==> config.mk <==
export PLATFORM = sky130hd
export DESIGN_NAME = prog_clk_divider
export DESIGN_NICKNAME = d
export VERILOG_FILES = /design/src/rtl/prog_clk_div_pkg.sv /design/src/rtl/clk_div_channel.sv /design/src/rtl/prog_clk_divider.sv
export SDC_FILE = /design/constraint.sdc
export NUM_CORES = 1
export LEC_CHECK = 0
export ABC_AREA = 1
export BUFFER_PORTS_ARGS = -buffer_cell sky130_fd_sc_hd__buf_2
export CAP_MARGIN = 20
export CORE_UTILIZATION = 50
export DETAILED_ROUTE_END_ITERATION = 6
export HOLD_SLACK_MARGIN = 0.1
export MAX_ROUTING_LAYER = met4
export PLACE_DENSITY = 0.67
export SYNTH_ARGS = -nofsm -noshare
export SYNTH_HDL_FRONTEND = slang
export SYNTH_SLANG_ARGS = --single-unit
==> constraint.sdc <==
create_clock -name inClk -period 3.15 [get_ports inClk]
set_clock_uncertainty 0.1 [all_clocks]
set_input_delay 0.315 -clock inClk [delete_from_list [all_inputs] [get_ports inClk]]
set_output_delay 0.315 -clock inClk [all_outputs]
set_load 0.03 [all_outputs]
==> src/rtl/prog_clk_div_pkg.sv <==
// Shared definitions for the programmable clock divider.
//   MIN_DIV    smallest divisor a channel will ever run with
//   chWidth    width of the channel-select field for a given channel count
//   coerceDiv  maps requested divisors 0 and 1 onto MIN_DIV
package prog_clk_div_pkg;

  localparam int unsigned MIN_DIV = 2;

  function automatic int unsigned chWidth(input int unsigned numCh);
    return (numCh < 2) ? 1 : $clog2(numCh);
  endfunction

  function automatic logic [31:0] coerceDiv(input logic [31:0] d);
    return (d < MIN_DIV) ? MIN_DIV : d;
  endfunction

endpackage

==> src/rtl/clk_div_channel.sv <==
// One divider channel: counter, active divisor, shadow divisor and the
// registered outClk/tick outputs.
//   inClk     system clock
//   reset     synchronous, active-high
//   en        run enable; low clears the count and outputs
//   load      store load_div into the shadow and mark it pending
//   load_div  already-coerced divisor (>= 2)
//   pending   a shadow divisor is waiting for the period boundary
//   outClk    divided clock, high for ceil(div/2) cycles per period
//   tick      one-cycle strobe on the last cycle of each period
module clk_div_channel #(
  parameter int unsigned DIV_W       = 16,
  parameter int unsigned DEFAULT_DIV = 2
) (
  input  logic             inClk,
  input  logic             reset,
  input  logic             en,
  input  logic             load,
  input  logic [DIV_W-1:0] load_div,
  output logic             pending,
  output logic             outClk,
  output logic             tick
);

  logic [DIV_W-1:0] cnt;
  logic [DIV_W-1:0] div;
  logic [DIV_W-1:0] shadow;
  logic [DIV_W:0]   hi;
  logic             wrap;

  // One extra bit so div = 2^DIV_W-1 does not overflow when rounding up.
  assign hi   = ({1'b0, div} + (DIV_W+1)'(1)) >> 1;
  assign wrap = (cnt == div - DIV_W'(1));

  always_ff @(posedge inClk) begin
    if (reset) begin
      cnt     <= '0;
      div     <= DIV_W'(DEFAULT_DIV);
      shadow  <= DIV_W'(DEFAULT_DIV);
      pending <= 1'b0;
      outClk  <= 1'b0;
      tick    <= 1'b0;
    end else begin
      if (en) begin
        cnt    <= wrap ? '0 : cnt + DIV_W'(1);
        outClk <= ({1'b0, cnt} < hi);
        tick   <= wrap;
        if (wrap && pending) begin
          div     <= shadow;
          pending <= 1'b0;
        end
      end else begin
        cnt    <= '0;
        outClk <= 1'b0;
        tick   <= 1'b0;
        if (pending) begin
          div     <= shadow;
          pending <= 1'b0;
        end
      end
      // The top only strobes load while pending is clear, so a load on the
      // wrap edge arms the next boundary instead of being consumed now.
      if (load) begin
        shadow  <= load_div;
        pending <= 1'b1;
      end
    end
  end

endmodule

==> src/rtl/prog_clk_divider.sv <==
// Multi-channel programmable clock divider with a valid/ready config port.
//   inClk      system clock
//   reset      synchronous, active-high
//   cfg_valid  config write request
//   cfg_ch     target channel (out-of-range writes are accepted and dropped)
//   cfg_div    requested divisor (0 and 1 become 2)
//   cfg_ready  write can be accepted (combinational)
//   ch_en      per-channel run enable
//   outClk     divided clocks, registered
//   tick       per-period strobes, registered
module prog_clk_divider
  import prog_clk_div_pkg::*;
#(
  parameter int unsigned NUM_CH      = 2,
  parameter int unsigned DIV_W       = 16,
  parameter int unsigned DEFAULT_DIV = 2,
  localparam int unsigned CH_W       = chWidth(NUM_CH)
) (
  input  logic              inClk,
  input  logic              reset,
  input  logic              cfg_valid,
  input  logic [CH_W-1:0]   cfg_ch,
  input  logic [DIV_W-1:0]  cfg_div,
  output logic              cfg_ready,
  input  logic [NUM_CH-1:0] ch_en,
  output logic [NUM_CH-1:0] outClk,
  output logic [NUM_CH-1:0] tick
);

  logic [NUM_CH-1:0] pendingVec;
  logic [NUM_CH-1:0] loadVec;
  logic [DIV_W-1:0]  coercedDiv;

  assign coercedDiv = DIV_W'(coerceDiv(32'(cfg_div)));

  always_comb begin
    cfg_ready = 1'b1;
    for (int unsigned i = 0; i < NUM_CH; i++) begin
      if (32'(cfg_ch) == i) cfg_ready = ~pendingVec[i];
    end
  end

  always_comb begin
    loadVec = '0;
    for (int unsigned i = 0; i < NUM_CH; i++) begin
      if (32'(cfg_ch) == i) loadVec[i] = cfg_valid & cfg_ready;
    end
  end

  for (genvar g = 0; g < NUM_CH; g++) begin : gCh
    clk_div_channel #(
      .DIV_W       (DIV_W),
      .DEFAULT_DIV (DEFAULT_DIV)
    ) uCh (
      .inClk    (inClk),
      .reset    (reset),
      .en       (ch_en[g]),
      .load     (loadVec[g]),
      .load_div (coercedDiv),
      .pending  (pendingVec[g]),
      .outClk   (outClk[g]),
      .tick     (tick[g])
    );
  end

endmodule
==> results.yml <==
critical_path:
  worstPathCellList: "ha_1, nand3_1, nor3_1, nand3_2, nor3_1, nand3_1, nor2_1, xor2_1, ha_1, a21oi_1, o21ai_0, a21oi_1, nand2_1, nor2_1"
  worst_path_max_delay_cell: "dfxtp_1"
  cp-end-kind: "register"
  crit_type: "reg -> reg"
  critPathMaxStageDelay_ps: 450
  worst_setup_path_start_kind: "register"
  required_ps: 3340
  cp.arrival_ps: 3050
  path_max_fanout: 5
final_layout:
  area_growth_pct: 7.65
  nets: 1049
  nFillCells: 1272
  layout_common_cells: "196 x nand2_1, 120 x inv_1, 108 x nor2_1, 102 x dfxtp_1, 87 x a21oi_1"
  diodes: 0
  layout_commonest_cell: "nand2_1"
  final_layout_size_suffix_gt1_frac: 0.0964
route:
  dr.pass1.iters: 4
  drc: 0
  wl_um: 15100
  viasPerCell: 5.06
  vias: 5912
  ant_nets: 0
  detail_route.wl_per_cell_um: 12.9
  drt-initial-drc-count: 357
floorplan:
  coreArea_um2: 12900
  std_cell_rows: 41
  io_pins: 27
  start_util: 0.521
  die_x_um: 118
  dieHeight_um: 118
  dieArea_um2: 13900
power_and_ir_drop:
  power_frac_clock: 0.383
  p_switching_uw: 957
  p_leak_uw: 0.00315
  ir_drop_uv: 383
  comb_power_share: 0.168
  power.share.switching: 0.306
  power_frac_seq: 0.449
  internal_power_uw: 2170
  powerDensity_nw_per_um2: 433
place:
  dpl.hpwl_um: 11300
  io_buffers: 26
  dp_slack_ps: 266
  routabilityCongestion: 0.893
clocking:
  clock_sinks: 102
  cts_buffers: 9
  path_clk_slew_ps: 80
  clock_path_buffers: 2
  htree_levels: 3
  cts_root_buf: "clkbuf_16"
  post_cts_buffers: 0
  clk_latency_ps: 350
  cts_tree: "built"
timing:
  drv_slew: 0
  finalSetupViolCount: 0
  worst_slack_ps: 290
  slew_headroom: 0.454
  setup_tns_ps: 0
  period_needed_ps: 2860
  tightestPinTransition_ps: 816
  fin_crit_sh: 0.908
  fmax_mhz: 350
  hold_viol: 0
grt:
  overflow: 0
  grt_use_total: 0.235
  grt_pass1_wl_um: 25800
  grt_max_degree: 44
  grt_antenna_before_repair: 0
  grt_pass1_vias: 5353
yosys:
  synth_area_leaders: "dfxtp_1 30%, nand2_1 11%, ha_1 6.7%, inv_1 6.7%, a21oi_1 6.5%"
  ys_async_sr_fraction: 0
  synth_ff_type: "dfxtp_1"
  synth_edf_count: 0
  ys_ff_latch: 102
  netlist_area_um2: 6710
  yosysWarnings: 0
  ys_seq_area_frac: 0.304
  synth_cells: 988
  syn_area_per_cell_um2: 6.79
  syn_nets: 1046
  synth_top_area_frac: 0.304
  ys_types: 41
  synth_top_area_cell: "dfxtp_1"
min_path:
  hold_path_class: "in -> reg"
run:
  drv_cap: 0
run_status:
  status: "complete, no violations"
[worst paths after layout]
check	start	to	slack [ps]	cells after the start
setup / recovery	gCh[1].uCh.div[1]	gCh[1].uCh.outClk	290	14
hold / removal	cfg_div[6]	gCh[1].uCh.shadow[6]	130	3
setup reg to reg	gCh[1].uCh.div[1]	gCh[1].uCh.outClk	290	14
hold reg to reg	gCh[0].uCh.shadow[13]	gCh[0].uCh.shadow[13]	360	2
[power by group through the flow]
stage          logic [uW]  registers (uW)  clock network, uW
2_1_floorplan         440            1410                  0
3_3_place_gp          518            1430                  0
3_5_place_dp          522            1430                  0
4_1_cts               526            1400               1240
5_1_grt               604            1410               1280
6_report              527            1400               1200
[Yosys cell counts (6+ instances only)]
| master | instances |
|---|---|
| a21oi_1 | 87 |
| buf_2 | 8 |
| buf_4 | 7 |
| buf_6 | 7 |
| clkbuf_1 | 14 |
| dfxtp_1 | 102 |
| ha_1 | 36 |
| inv_1 | 120 |
| inv_2 | 8 |
| nand2_1 | 196 |
| nand3_1 | 81 |
| nand3b_1 | 9 |
| nand4_1 | 14 |
| nor2_1 | 108 |
| nor2_2 | 6 |
| nor2_4 | 6 |
| nor3_1 | 13 |
| nor3_2 | 6 |
| o21ai_0 | 43 |
| xnor2_1 | 17 |
| xor2_1 | 47 |
[flip-flops by register name, summed over array words and instances, names as in the netlist]
name,flops
gCh.uCh.div,32
gCh.uCh.pending,2
gCh.uCh.cnt,32
gCh.uCh.outClk,2
gCh.uCh.shadow,32
gCh.uCh.tick,2
[logic make-up (layout without fill, tap and decap cells)]
family | Yosys count | count (layout) | share of synthesized area
flops | 102 | 102 | 0.304
fa+ha+maj | 36 | 36 | 0.0671
buf+inv | 170 | 178 | 0.108
xor+xnor | 64 | 64 | 0.0835
compound gates | 147 | 147 | 0.115
simple gates | 469 | 469 | 0.322
[per-layer routing]
metal / track usage / vias to the layer above / routed length (um) / part of all wire
met5: - / - / 0 / 0
met4: 0.0697 / 0 / 235 / 0.016
met3: 0.0373 / 14 / 586 / 0.039
met2: 0.339 / 95 / 6300 / 0.42
met1: 0.334 / 2610 / 7990 / 0.53
li1: - / 3193 / - / -
[per-stage QoR]
step	total power [uW]	utilization	area [um^2]	std cells	hold WS (ps)
finish	3130	0.561	7220	1168	128
global route	3300	0.561	7220	1168	128
CTS	3170	0.559	7200	1168	112
detailed placement	1960	0.533	6860	1151	349
global placement	1950	0.533	6860	1151	342
floorplan	1850	-	6710	988	284
[timing repair]
action                     4_1_cts  5_1_grt
resized for setup                0        5
hold buffers                     1        0
setup endpoints to repair        0        2
hold endpoints to repair         1        0
[worst max-delay path, delay by kind of cell (launching register included)]
family,cells,cell delay (ps)
AOI/OAI and AO/OA,3,350
adders and majority gates,2,510
xor gates and xnor gates,1,180
and+or+nand+nor,8,1210
DFF,1,450
[cell type report]
type                    count  area, um^2  share of cell area
clock buffers               9         225              0.0312
clock inverters             7        97.6              0.0135
inverters                 129         484              0.0670
multi-input cells         716        3970               0.550
flip-flops and latches    102        2040               0.283
well taps                 172         215              0.0298
repair buffers             33         185              0.0256
Note: power is estimated with default switching activity, not from simulation.
